[config.mk]
export PLATFORM = sky130hd
export DESIGN_NAME = fifo_sync_param
export DESIGN_NICKNAME = d
export VERILOG_FILES = /design/src/rtl/fifo_sync_param.sv
export SDC_FILE = /design/constraint.sdc
export NUM_CORES = 1
export LEC_CHECK = 0
export CAP_MARGIN = 25
export CORE_ASPECT_RATIO = 1.75
export CORE_UTILIZATION = 50
export CTS_CLUSTER_DIAMETER = 40
export CTS_CLUSTER_SIZE = 10
export DETAILED_ROUTE_END_ITERATION = 8
export DONT_BUFFER_PORTS = 1
export HOLD_SLACK_MARGIN = 0.15
export REMOVE_ABC_BUFFERS = 1
export SLEW_MARGIN = 20
export SYNTH_ARGS = -nofsm -noshare
export SYNTH_HDL_FRONTEND = slang
export SYNTH_SLANG_ARGS = --single-unit
[constraint.sdc]
create_clock -name clk -period 3.5 [get_ports clk]
set_clock_uncertainty 0.1 [all_clocks]
set_input_delay 1.05 -clock clk [delete_from_list [all_inputs] [get_ports clk]]
set_output_delay 1.05 -clock clk [all_outputs]
set_load 0.02 [all_outputs]
[src/rtl/fifo_sync_param.sv]
// Parametrised single-clock FIFO with programmable thresholds, fill level,
// sticky error flags and a selectable standard / first-word-fall-through read port.
`timescale 1ns/1ps

module fifo_sync_param #(
    parameter int unsigned DATA_WIDTH = 8,
    parameter int unsigned DEPTH      = 16,
    parameter int unsigned AF_THRESH  = DEPTH - 2,
    parameter int unsigned AE_THRESH  = 2,
    parameter int unsigned FWFT       = 0
) (
    input  logic                           clk,
    input  logic                           reset,
    input  logic                           wr_en,
    input  logic [DATA_WIDTH-1:0]          wr_data,
    output logic                           full,
    output logic                           almost_full,
    input  logic                           rd_en,
    output logic [DATA_WIDTH-1:0]          rd_data,
    output logic                           rd_valid,
    output logic                           empty,
    output logic                           almost_empty,
    output logic [$clog2(DEPTH+1)-1:0]     level,
    output logic                           overflow,
    output logic                           underflow,
    input  logic                           clr_err
);

    localparam int unsigned PTR_W = $clog2(DEPTH);
    localparam int unsigned LVL_W = $clog2(DEPTH + 1);

    localparam logic [PTR_W-1:0] PTR_LAST = PTR_W'(DEPTH - 1);
    localparam logic [LVL_W-1:0] LVL_FULL = LVL_W'(DEPTH);
    localparam logic [LVL_W-1:0] LVL_AF   = LVL_W'(AF_THRESH);
    localparam logic [LVL_W-1:0] LVL_AE   = LVL_W'(AE_THRESH);

    logic [DATA_WIDTH-1:0] mem [DEPTH];
    logic [PTR_W-1:0]      wr_ptr;
    logic [PTR_W-1:0]      rd_ptr;
    logic                  wr_acc;
    logic                  rd_acc;

    // Status flags decode only the registered level, never same-cycle requests.
    assign full         = (level == LVL_FULL);
    assign empty        = (level == '0);
    assign almost_full  = (level >= LVL_AF);
    assign almost_empty = (level <= LVL_AE);

    assign wr_acc = wr_en && !full;
    assign rd_acc = rd_en && !empty;

    // Storage is not reset; discarding words only requires clearing the pointers.
    always_ff @(posedge clk) begin
        if (wr_acc) begin
            mem[wr_ptr] <= wr_data;
        end
    end

    always_ff @(posedge clk or posedge reset) begin
        if (reset) begin
            wr_ptr <= '0;
            rd_ptr <= '0;
            level  <= '0;
        end else begin
            if (wr_acc) begin
                wr_ptr <= (wr_ptr == PTR_LAST) ? '0 : wr_ptr + 1'b1;
            end
            if (rd_acc) begin
                rd_ptr <= (rd_ptr == PTR_LAST) ? '0 : rd_ptr + 1'b1;
            end
            if (wr_acc && !rd_acc) begin
                level <= level + 1'b1;
            end else if (rd_acc && !wr_acc) begin
                level <= level - 1'b1;
            end
        end
    end

    // Sticky error flags: a new rejected request takes priority over clr_err.
    always_ff @(posedge clk or posedge reset) begin
        if (reset) begin
            overflow  <= 1'b0;
            underflow <= 1'b0;
        end else begin
            if (wr_en && full) begin
                overflow <= 1'b1;
            end else if (clr_err) begin
                overflow <= 1'b0;
            end
            if (rd_en && empty) begin
                underflow <= 1'b1;
            end else if (clr_err) begin
                underflow <= 1'b0;
            end
        end
    end

    generate
        if (FWFT != 0) begin : g_fwft
            // Head word is shown directly; zero while empty keeps the port clean after reset.
            assign rd_data  = empty ? '0 : mem[rd_ptr];
            assign rd_valid = !empty;
        end else begin : g_std
            always_ff @(posedge clk or posedge reset) begin
                if (reset) begin
                    rd_data  <= '0;
                    rd_valid <= 1'b0;
                end else begin
                    rd_valid <= rd_acc;
                    if (rd_acc) begin
                        rd_data <= mem[rd_ptr];
                    end
                end
            end
        end
    endgenerate

endmodule
==> results of run 1 <==
==> cell usage in the layout (no fill, tap or decap), types with 2 or more instances in the layout <==
master and count:
a31oi_1 10, mux2i_1 49, inv_8 2, nand3b_1 2
ha_1 9, nand2_1 9, a221oi_1 8, inv_6 4
nor3_1 6, clkinvlp_4 7, nor2b_1 2, a21oi_1 3
mux2_2 3, a22o_1 3, dfrtp_1 24, mux4_2 8
nand2b_1 2, nand3_1 4, o21ai_0 12, buf_4 24
clkbuf_16 17, a21o_1 3, nor2_1 32, o22ai_1 16
xnor2_1 5, inv_1 7, edfxtp_1 128
==> cell families (layout without fill, tap and decap cells) <==
| group | count (synthesis) | count (layout) | share of synthesized area |
|---|---|---|---|
| AO/OA/AOI/OAI | 59 | 59 | 0.0651 |
| flip-flops | 152 | 152 | 0.722 |
| adder cells (fa/ha/maj) | 10 | 10 | 0.0215 |
| AND/OR/NAND/NOR | 61 | 61 | 0.0449 |
| multiplexers | 60 | 60 | 0.114 |
| buffers and inverters | 28 | 64 | 0.0234 |
| XOR/XNOR | 6 | 6 | 0.00854 |
==> path summary, 6_finish.rpt <==
path / depth (start not counted) / end / slack (ps) / start
setup reg to reg: 10 / level[4] / 510 / level[4]
hold / removal: 1 / rd_valid / 390 / reset
setup / recovery: 2 / empty / 490 / level[4]
hold reg to reg: 2 / rd_data[1] / 570 / rd_data[1]
min in group clk: 2 / rd_data[1] / 570 / rd_data[1]
max in group asynchronous: 2 / rd_data[3] / 2480 / reset
==> final cells by class <==
class,count,area share
flip-flops and latches,152,0.634
inverters,7,0.00375
clock buffers,18,0.0627
multi-input cells,196,0.224
repair buffers,25,0.0296
clock inverters,14,0.0164
well taps,165,0.0295
==> power groups by stage <==
stage | Sequential (W) | Combinational [W] | Clock, W
after floorplan | 0.00268 | 0.000962 | 0
after global placement | 0.00266 | 0.00144 | 0
after detailed placement | 0.00267 | 0.00147 | 0
after CTS | 0.00264 | 0.00147 | 0.00173
after global routing | 0.00267 | 0.00161 | 0.00181
final | 0.00263 | 0.00145 | 0.00170
==> stage by stage <==
step	total power, W	std cells	utilization
3_5_place_dp	0.00414	544	0.535
5_1_grt	0.00608	577	0.584
4_1_cts	0.00584	576	0.581
3_3_place_gp	0.00410	544	0.535
2_1_floorplan	0.00364	355	-
6_report	0.00579	577	0.584
==> state kept, by name, summed over array words and instances (netlist names) <==
| register | count |
|---|---|
| mem | 128 |
| rd_data | 8 |
| level | 5 |
| rd_ptr | 4 |
| wr_ptr | 4 |
| overflow | 1 |
| rd_valid | 1 |
| underflow | 1 |
==> per-layer routing <==
metal	vias to the layer above	wire (µm)	part of all wire	track usage
met5	-	0	0	0
met4	0	213	0.017	0.0942
met3	16	410	0.033	0.0465
met2	78	7040	0.56	0.387
met1	1690	4840	0.39	0.239
li1	1505	-	-	-
==> worst register-to-register path, delay by kind of cell, from the launching register on <==
| kind | cells | cell delay (ps) |
|---|---|---|
| compound gates | 3 | 750 |
| xor+xnor | 1 | 140 |
| fa+ha+maj | 2 | 590 |
| buf+inv | 2 | 200 |
| flops | 1 | 500 |
| mux | 1 | 260 |
| simple gates | 1 | 390 |
==> results.py, run 1 <==
metrics = {
    "status": {
        "outcome": "complete, no violations",
    },
    "grt": {
        "grt_use_total": 0.214,
        "grt_pass1_wl_mm": 19.3,
        "grt_start_max_net_pins": 25,
        "grt_pass1_vias": 3336,
        "grt_overflow_total": 0,
        "antenna_found_initial": 0,
    },
    "place": {
        "hpwl_mm": 8.40,
        "port_buffers": 0,
        "place_congestion": 0.770,
        "placed_area_um2": 6420,
        "pre_cts_slack_ps": 491,
    },
    "worst_setup_path": {
        "required_ps": 2350,
        "cp_num_buf_inv": 0,
        "cp_slowest_cell": "nor3_1",
        "crit_type": "register to output pin",
        "crit_family": "simple AND/OR/NAND/NOR gates",
        "startpoint_type": "register",
        "cp.arrival_ps": 1860,
        "critPathCaptureType": "output pin",
        "slowest_delay_ps": 550,
        "path_max_fanout": 6,
        "critical_path.cell_chain": "or3_4, nor3_1",
    },
    "logic_synthesis": {
        "synth_common_cells": "edfxtp_1 (128), mux2i_1 (49), nor2_1 (32)",
        "synth_area_um2": 6150,
        "synth_edf_count": 128,
        "synth.avg_cell_area_um2": 16.4,
        "yosysWarnings": 0,
        "yosysUniqueCellTypes": 38,
        "ys_seq_area_frac": 0.722,
        "synthCells": 376,
        "synth_top_area_share": 0.625,
        "synth_seq_cells": 152,
        "synth_largest_area_cell": "edfxtp_1",
        "async_flop_share": 0.158,
        "synth_flop_cell": "edfxtp_1",
        "synth.most_common_cell": "edfxtp_1",
        "ys_top_cells_by_area": "edfxtp_1 (62%), dfrtp_1 (9.8%), mux2i_1 (8.0%)",
    },
    "cells_and_area": {
        "fill_cells": 950,
        "multi_input_area_um2": 1570,
        "layout-drive-gt1-share": 0.172,
        "nets": 422,
        "register_area_um2": 4440,
        "diodes": 0,
        "finalInstanceArea_um2": 7010,
        "area_growth_pct": 13.8,
    },
    "detailed_routing": {
        "wire_per_inst_um": 21.7,
        "routed-via-count": 3289,
        "ant_nets": 0,
        "via_per_inst": 5.70,
        "first_pass_iters": 4,
        "routed_wl_mm": 12.5,
        "drt_iter0_drc": 183,
        "remaining_drc_errors": 0,
    },
    "timing": {
        "period_share": 0.860,
        "relSlewSlack": 0.412,
        "fmax_ghz": 0.332,
        "setup_tns_ps": 0,
        "slew_violations": 0,
        "grt_setup_unrepaired": "no",
        "fin_crit_ps": 3010,
        "tightest_slew_ps": 882,
        "whs_ps": 393,
        "setup_ws_ps": 489,
        "finalSetupViolCount": 0,
        "hold_violations": 0,
    },
    "clock_tree": {
        "postCtsSetupBuffers": 0,
        "h-tree-depth": 4,
        "clk_pin_slew_worst_paths_ps": 70,
        "clock-sinks": 152,
        "hold_buffers": 0,
        "cts_resized": 0,
        "cts_tree": "done",
        "cts_buffers": 17,
        "cts_root_buffer": "clkbuf_16",
        "insertion_delay_ps": 420,
        "cts.path.max_buffers": 2,
    },
    "die": {
        "ios": 33,
        "core_um2": 12000,
        "die_x_um": 85.9,
        "fp.dieH_um": 149,
        "die_area_um2": 12800,
        "start_util": 0.513,
        "rows": 53,
    },
    "power": {
        "pwr-share-seq": 0.455,
        "p_leak_nw": 2.51,
        "swShare": 0.334,
        "clkPwrFrac": 0.294,
        "power_switching_w": 0.00193,
        "irDropWorstVdd_mv": 0.451,
        "power_frac_comb": 0.251,
        "power_density_nw_per_um2": 826,
        "p_int_w": 0.00385,
    },
    "job": {
        "cap_violations": 0,
    },
    "worst_hold_path": {
        "min_path_type": "input port to asynchronous set/reset pin",
    },
}
No activity file was read; power rests on OpenSTA's default activity.
==> inputs of run 2 (changes only) <==
--- a/config.mk
+++ b/config.mk
@@ -5,14 +5,15 @@
 export SDC_FILE = /design/constraint.sdc
 export NUM_CORES = 1
 export LEC_CHECK = 0
+export BUFFER_PORTS_ARGS = -buffer_cell sky130_fd_sc_hd__buf_2
 export CAP_MARGIN = 25
 export CORE_ASPECT_RATIO = 1.75
 export CORE_UTILIZATION = 50
 export CTS_CLUSTER_DIAMETER = 40
 export CTS_CLUSTER_SIZE = 10
 export DETAILED_ROUTE_END_ITERATION = 8
-export DONT_BUFFER_PORTS = 1
 export HOLD_SLACK_MARGIN = 0.15
+export PLACE_DENSITY = 0.67
 export REMOVE_ABC_BUFFERS = 1
 export SLEW_MARGIN = 20
 export SYNTH_ARGS = -nofsm -noshare
==> run 2 against run 1 <==
Flip-flop and latch count stayed put. Die area stayed put. Critical endpoint is now level[4]. Worst setup slack better by 65 ps. Utilization is 0.94 points higher. Maximum frequency is 2.2% higher. Highest routed layer unchanged. First-iteration DRC count is 21% higher. Register-to-register slack better by 40 ps. Cell area is 1.6% higher. Critical path depth is 8 higher. Clock power is 3% higher. Routed wire length is 1.4% lower.
==> results.py, run 2 (synthesis results as in run 1) <==
metrics = {
    "status": {
        "outcome": "complete, no violations",
    },
    "detailed_routing": {
        "via_per_inst": 5.62,
        "routed_wl_mm": 12.3,
        "wire_per_inst_um": 20.5,
        "routed-via-count": 3375,
        "first_pass_iters": 4,
        "drt_iter0_drc": 222,
        "remaining_drc_errors": 0,
        "ant_nets": 0,
    },
    "grt": {
        "grt_use_total": 0.213,
        "grt_overflow_total": 0,
        "grt_pass1_vias": 3386,
        "antenna_found_initial": 0,
        "grt_pass1_wl_mm": 19.0,
        "grt_start_max_net_pins": 31,
    },
    "timing": {
        "setup_tns_ps": 0,
        "hold_violations": 0,
        "grt_setup_unrepaired": "no",
        "whs_ps": 421,
        "finalSetupViolCount": 0,
        "fin_crit_ps": 2950,
        "slew_violations": 0,
        "fmax_ghz": 0.340,
        "tightest_slew_ps": 745,
        "period_share": 0.841,
        "relSlewSlack": 0.501,
    },
    "cells_and_area": {
        "diodes": 0,
        "area_growth_pct": 15.7,
        "top_register": "mem",
        "layout-drive-gt1-share": 0.211,
        "final_common_cell": "edfxtp_1",
        "largest_reg_flops": 128,
        "layout_common_cells": "edfxtp_1 (128), mux2i_1 (49), nor2_1 (32), buf_2 (32), dfrtp_1 (24)",
        "nets": 446,
        "top_regs": "mem: 128 flops, rd_data: 8 flops, level: 5 flops",
        "fin_util": 0.593,
    },
    "power": {
        "power_switching_w": 0.00192,
        "irDropWorstVdd_mv": 0.348,
        "finalPower_w": 0.00594,
        "pwr-share-seq": 0.417,
        "clkPwrFrac": 0.295,
        "power_density_nw_per_um2": 835,
        "p_int_w": 0.00402,
        "power_frac_comb": 0.288,
        "p_leak_nw": 2.62,
        "swShare": 0.323,
    },
    "worst_hold_path": {
        "min_to": "underflow",
        "min_path_type": "register to register",
        "hold_depth": 1,
        "min_from": "underflow",
    },
    "worst_setup_path": {
        "critPathCaptureType": "register",
        "required_ps": 3740,
        "crit_type": "register to register",
        "cp.arrival_ps": 3190,
        "r2r_start": "level[2]",
        "startpoint_type": "register",
        "path_max_fanout": 23,
        "r2r_end": "level[4]",
        "r2r_cells": 10,
        "r2r_slack_ps": 550,
    },
    "die": {
        "start_util": 0.513,
        "rows": 53,
        "die_x_um": 85.9,
        "ios": 33,
        "fp.dieH_um": 149,
        "die_area_um2": 12800,
        "core_um2": 12000,
    },
    "place": {
        "place_congestion": 0.803,
        "port_buffers": 32,
        "hpwl_mm": 8.45,
    },
    "clock_tree": {
        "cts.path.max_buffers": 2,
        "insertion_delay_ps": 420,
        "hold_buffers": 0,
        "cts_tree": "done",
        "postCtsSetupBuffers": 0,
        "cts_resized": 0,
        "cts_buffers": 17,
        "clock-sinks": 152,
        "clk_pin_slew_worst_paths_ps": 60,
        "h-tree-depth": 4,
        "cts_root_buffer": "clkbuf_16",
    },
    "job": {
        "cap_violations": 0,
    },
}
## run 2: cell types whose count changed in the layout (fill, tap and decap cells not counted), moves of 2 or more
cell	previous run	this run
buf_2	0	32
buf_4	24	15
buf_8	0	2
bufinv_16	0	2
clkbuf_1	0	2
clkinv_2	1	4
clkinvlp_4	7	2
inv_6	4	2
inv_8	2	0
## run 2: worst max path at each step
| stage | startpoint | to | slack, ps |
|---|---|---|---|
| floorplan | wr_en | level[4] | 360 |
| global placement | rd_en | level[4] | 470 |
| detailed placement | rd_en | level[4] | 430 |
| CTS | level[2] | level[4] | 540 |
| global route | level[2] | level[4] | 400 |
| finish | level[2] | level[4] | 550 |
## run 2: metrics by stage
step	cell area, µm²	setup WS [ps]	instances
finish	7120	555	601
global route	7120	401	601
CTS	7090	542	599
detailed placement	6520	430	567
global placement	6520	473	567
floorplan	6040	363	355
## run 2: final cells by class
cell class              instances  area (µm²)
clock buffers                  20         447
clock inverters                12         125
fillers                       914        4880
inverters                       7        26.3
multi-input cells             196        1570
flip-flops and latches        152        4440
well taps                     165         206
repair buffers                 49         303
## run 2: metal layers
layer	up-vias	global-route usage	part of all wire
li1	1557	-	-
met1	1681	0.232	0.37
met2	109	0.377	0.55
met3	28	0.0448	0.041
met4	0	0.123	0.037
met5	-	0	0
## run 2: power groups by stage
stage / Clock, W / Sequential [W] / Combinational, W
after floorplan: 0 / 0.00268 / 0.000962
after global placement: 0 / 0.00253 / 0.00165
after detailed placement: 0 / 0.00255 / 0.00168
after CTS: 0.00177 / 0.00251 / 0.00169
after global routing: 0.00184 / 0.00250 / 0.00187
final: 0.00175 / 0.00248 / 0.00171
## run 2: worst max-delay path, stage by stage (launching register included)
cell and delay [ps]:
dfrtp_1 440, or3_4 430, o31a_4 390, inv_1 80, ha_1 160, inv_1 110, fa_1 420, a21o_1 180
a21oi_1 190, mux2i_1 230, xnor2_1 130
==> inputs of run 3 (changes only) <==
==> constraint.sdc (replaced) <==
create_clock -name clk -period 2.8 [get_ports clk]
set_clock_uncertainty 0.1 [all_clocks]
set_input_delay 0.84 -clock clk [delete_from_list [all_inputs] [get_ports clk]]
set_output_delay 0.84 -clock clk [all_outputs]
set_load 0.02 [all_outputs]
==> run 3 against run 2 <==
Flip-flop and latch count unchanged. Routed wire length increased by 2.9%. Die area unchanged. Global-route usage decreased by 0.096 points. Utilization increased by 0.81 points. Largest cell class unchanged. Worst hold slack got worse by 170 ps. Final cell count increased by 2.2%.
==> results.py, run 3 (synthesis results as in run 1) <==
metrics = {
    "die": {
        "core_um2": 12000,
        "fp.dieH_um": 149,
        "start_util": 0.513,
        "ios": 33,
        "rows": 53,
        "die_area_um2": 12800,
        "die_x_um": 85.9,
    },
    "job": {
        "cap_violations": 0,
    },
    "cells_and_area": {
        "nets": 459,
        "fin_util": 0.601,
        "fill_cells": 926,
        "top_regs": "mem: 128 flops, rd_data: 8 flops, level: 5 flops",
        "top_register": "mem",
        "diodes": 0,
        "multi_input_area_um2": 1580,
        "layout_common_cells": "edfxtp_1 (128), mux2i_1 (49), nor2_1 (32), buf_2 (32), buf_4 (30)",
        "layout-drive-gt1-share": 0.245,
        "largest_reg_flops": 128,
        "area_growth_pct": 17.2,
        "final_common_cell": "edfxtp_1",
        "finalInstanceArea_um2": 7220,
        "register_area_um2": 4440,
    },
    "power": {
        "clkPwrFrac": 0.288,
        "irDropWorstVdd_mv": 0.513,
        "swShare": 0.327,
        "power_density_nw_per_um2": 1040,
        "p_int_w": 0.00506,
        "pwr-share-seq": 0.405,
        "power_switching_w": 0.00246,
        "finalPower_w": 0.00752,
        "p_leak_nw": 2.69,
        "power_frac_comb": 0.306,
    },
    "detailed_routing": {
        "routed_wl_mm": 12.7,
        "first_pass_iters": 4,
        "remaining_drc_errors": 0,
        "ant_nets": 0,
        "via_per_inst": 5.58,
        "wire_per_inst_um": 20.7,
        "drt_iter0_drc": 166,
        "routed-via-count": 3426,
    },
    "grt": {
        "grt_start_max_net_pins": 27,
        "grt_use_total": 0.212,
        "grt_pass1_vias": 3578,
        "grt_overflow_total": 0,
        "antenna_found_initial": 0,
        "grt_pass1_wl_mm": 19.1,
    },
    "worst_setup_path": {
        "r2r_end": "level[4]",
        "startpoint_type": "register",
        "crit_path_start": "level[2]",
        "crit_type": "register to output pin",
        "r2r_start": "level[2]",
        "required_ps": 1860,
        "path_max_fanout": 3,
        "r2r_cells": 10,
        "cp.arrival_ps": 1740,
        "r2r_slack_ps": 150,
        "critPathCaptureType": "output pin",
    },
    "clock_tree": {
        "clk_pin_slew_worst_paths_ps": 60,
        "clock-sinks": 152,
        "postCtsSetupBuffers": 0,
        "cts_tree": "done",
        "h-tree-depth": 4,
        "cts_root_buffer": "clkbuf_16",
        "cts_buffers": 17,
        "cts.path.max_buffers": 2,
        "insertion_delay_ps": 410,
    },
    "timing": {
        "tightest_slew_ps": 849,
        "finalSetupViolCount": 0,
        "grt_setup_unrepaired": "no",
        "setup_ws_ps": 124,
        "setup_tns_ps": 0,
        "period_share": 0.956,
        "fmax_ghz": 0.374,
        "fin_crit_ps": 2680,
        "relSlewSlack": 0.434,
        "hold_violations": 0,
        "slew_violations": 0,
    },
    "place": {
        "placed_area_um2": 6630,
        "pre_cts_slack_ps": -19.5,
        "hpwl_mm": 8.63,
        "port_buffers": 32,
        "place_congestion": 0.816,
    },
    "worst_hold_path": {
        "min_path_type": "input port to asynchronous set/reset pin",
    },
    "status": {
        "outcome": "complete, no violations",
    },
}
-- run 3: final cells by class --
cell class | instances | share of cell area
Sequential cell | 152 | 0.616
Multi-Input combinational cell | 196 | 0.219
Clock buffer | 20 | 0.0633
Timing Repair Buffer | 62 | 0.0534
Tap cell | 165 | 0.0286
Clock inverter | 12 | 0.0160
Inverter | 7 | 0.00364
-- run 3: worst max-delay path, cell delays in order, from the launching register on --
cell     delay, ps
dfrtp_1        380
or3_4          410
nor3_1         300
buf_2          240
-- run 3: through the flow --
stage               instances  hold WS [ps]
CTS                       614           249
global route              614           272
detailed placement        582           395
finish                    614           250
floorplan                 355           492
global placement          582           401
-- run 3: routing by layer --
metal | vias to the layer above | global-route usage | wire length [µm]
met5 | - | 0 | 0
met4 | 0 | 0.141 | 588
met3 | 27 | 0.0470 | 447
met2 | 97 | 0.381 | 6980
met1 | 1714 | 0.214 | 4670
li1 | 1588 | - | -
-- run 3: how the worst max path moves through the flow --
stage | to | cells past startpoint
2_1_floorplan | level[4] | 9
3_3_place_gp | level[4] | 10
3_5_place_dp | level[4] | 10
4_1_cts | level[4] | 10
5_1_grt | level[4] | 10
6_report | empty | 3
-- run 3: repair_timing --
action,in CTS,in global routing
setup endpoints to repair,0,1
gates resized for setup,0,3
hold endpoints to repair,0,0
hold buffers,0,0
-- run 3: power groups by stage --
| stage | clock network, W | registers (W) | logic (W) |
|---|---|---|---|
| 2_1_floorplan | 0 | 0.00335 | 0.00120 |
| 3_3_place_gp | 0 | 0.00308 | 0.00223 |
| 3_5_place_dp | 0 | 0.00310 | 0.00229 |
| 4_1_cts | 0.00220 | 0.00305 | 0.00230 |
| 5_1_grt | 0.00228 | 0.00309 | 0.00248 |
| 6_report | 0.00217 | 0.00305 | 0.00230 |
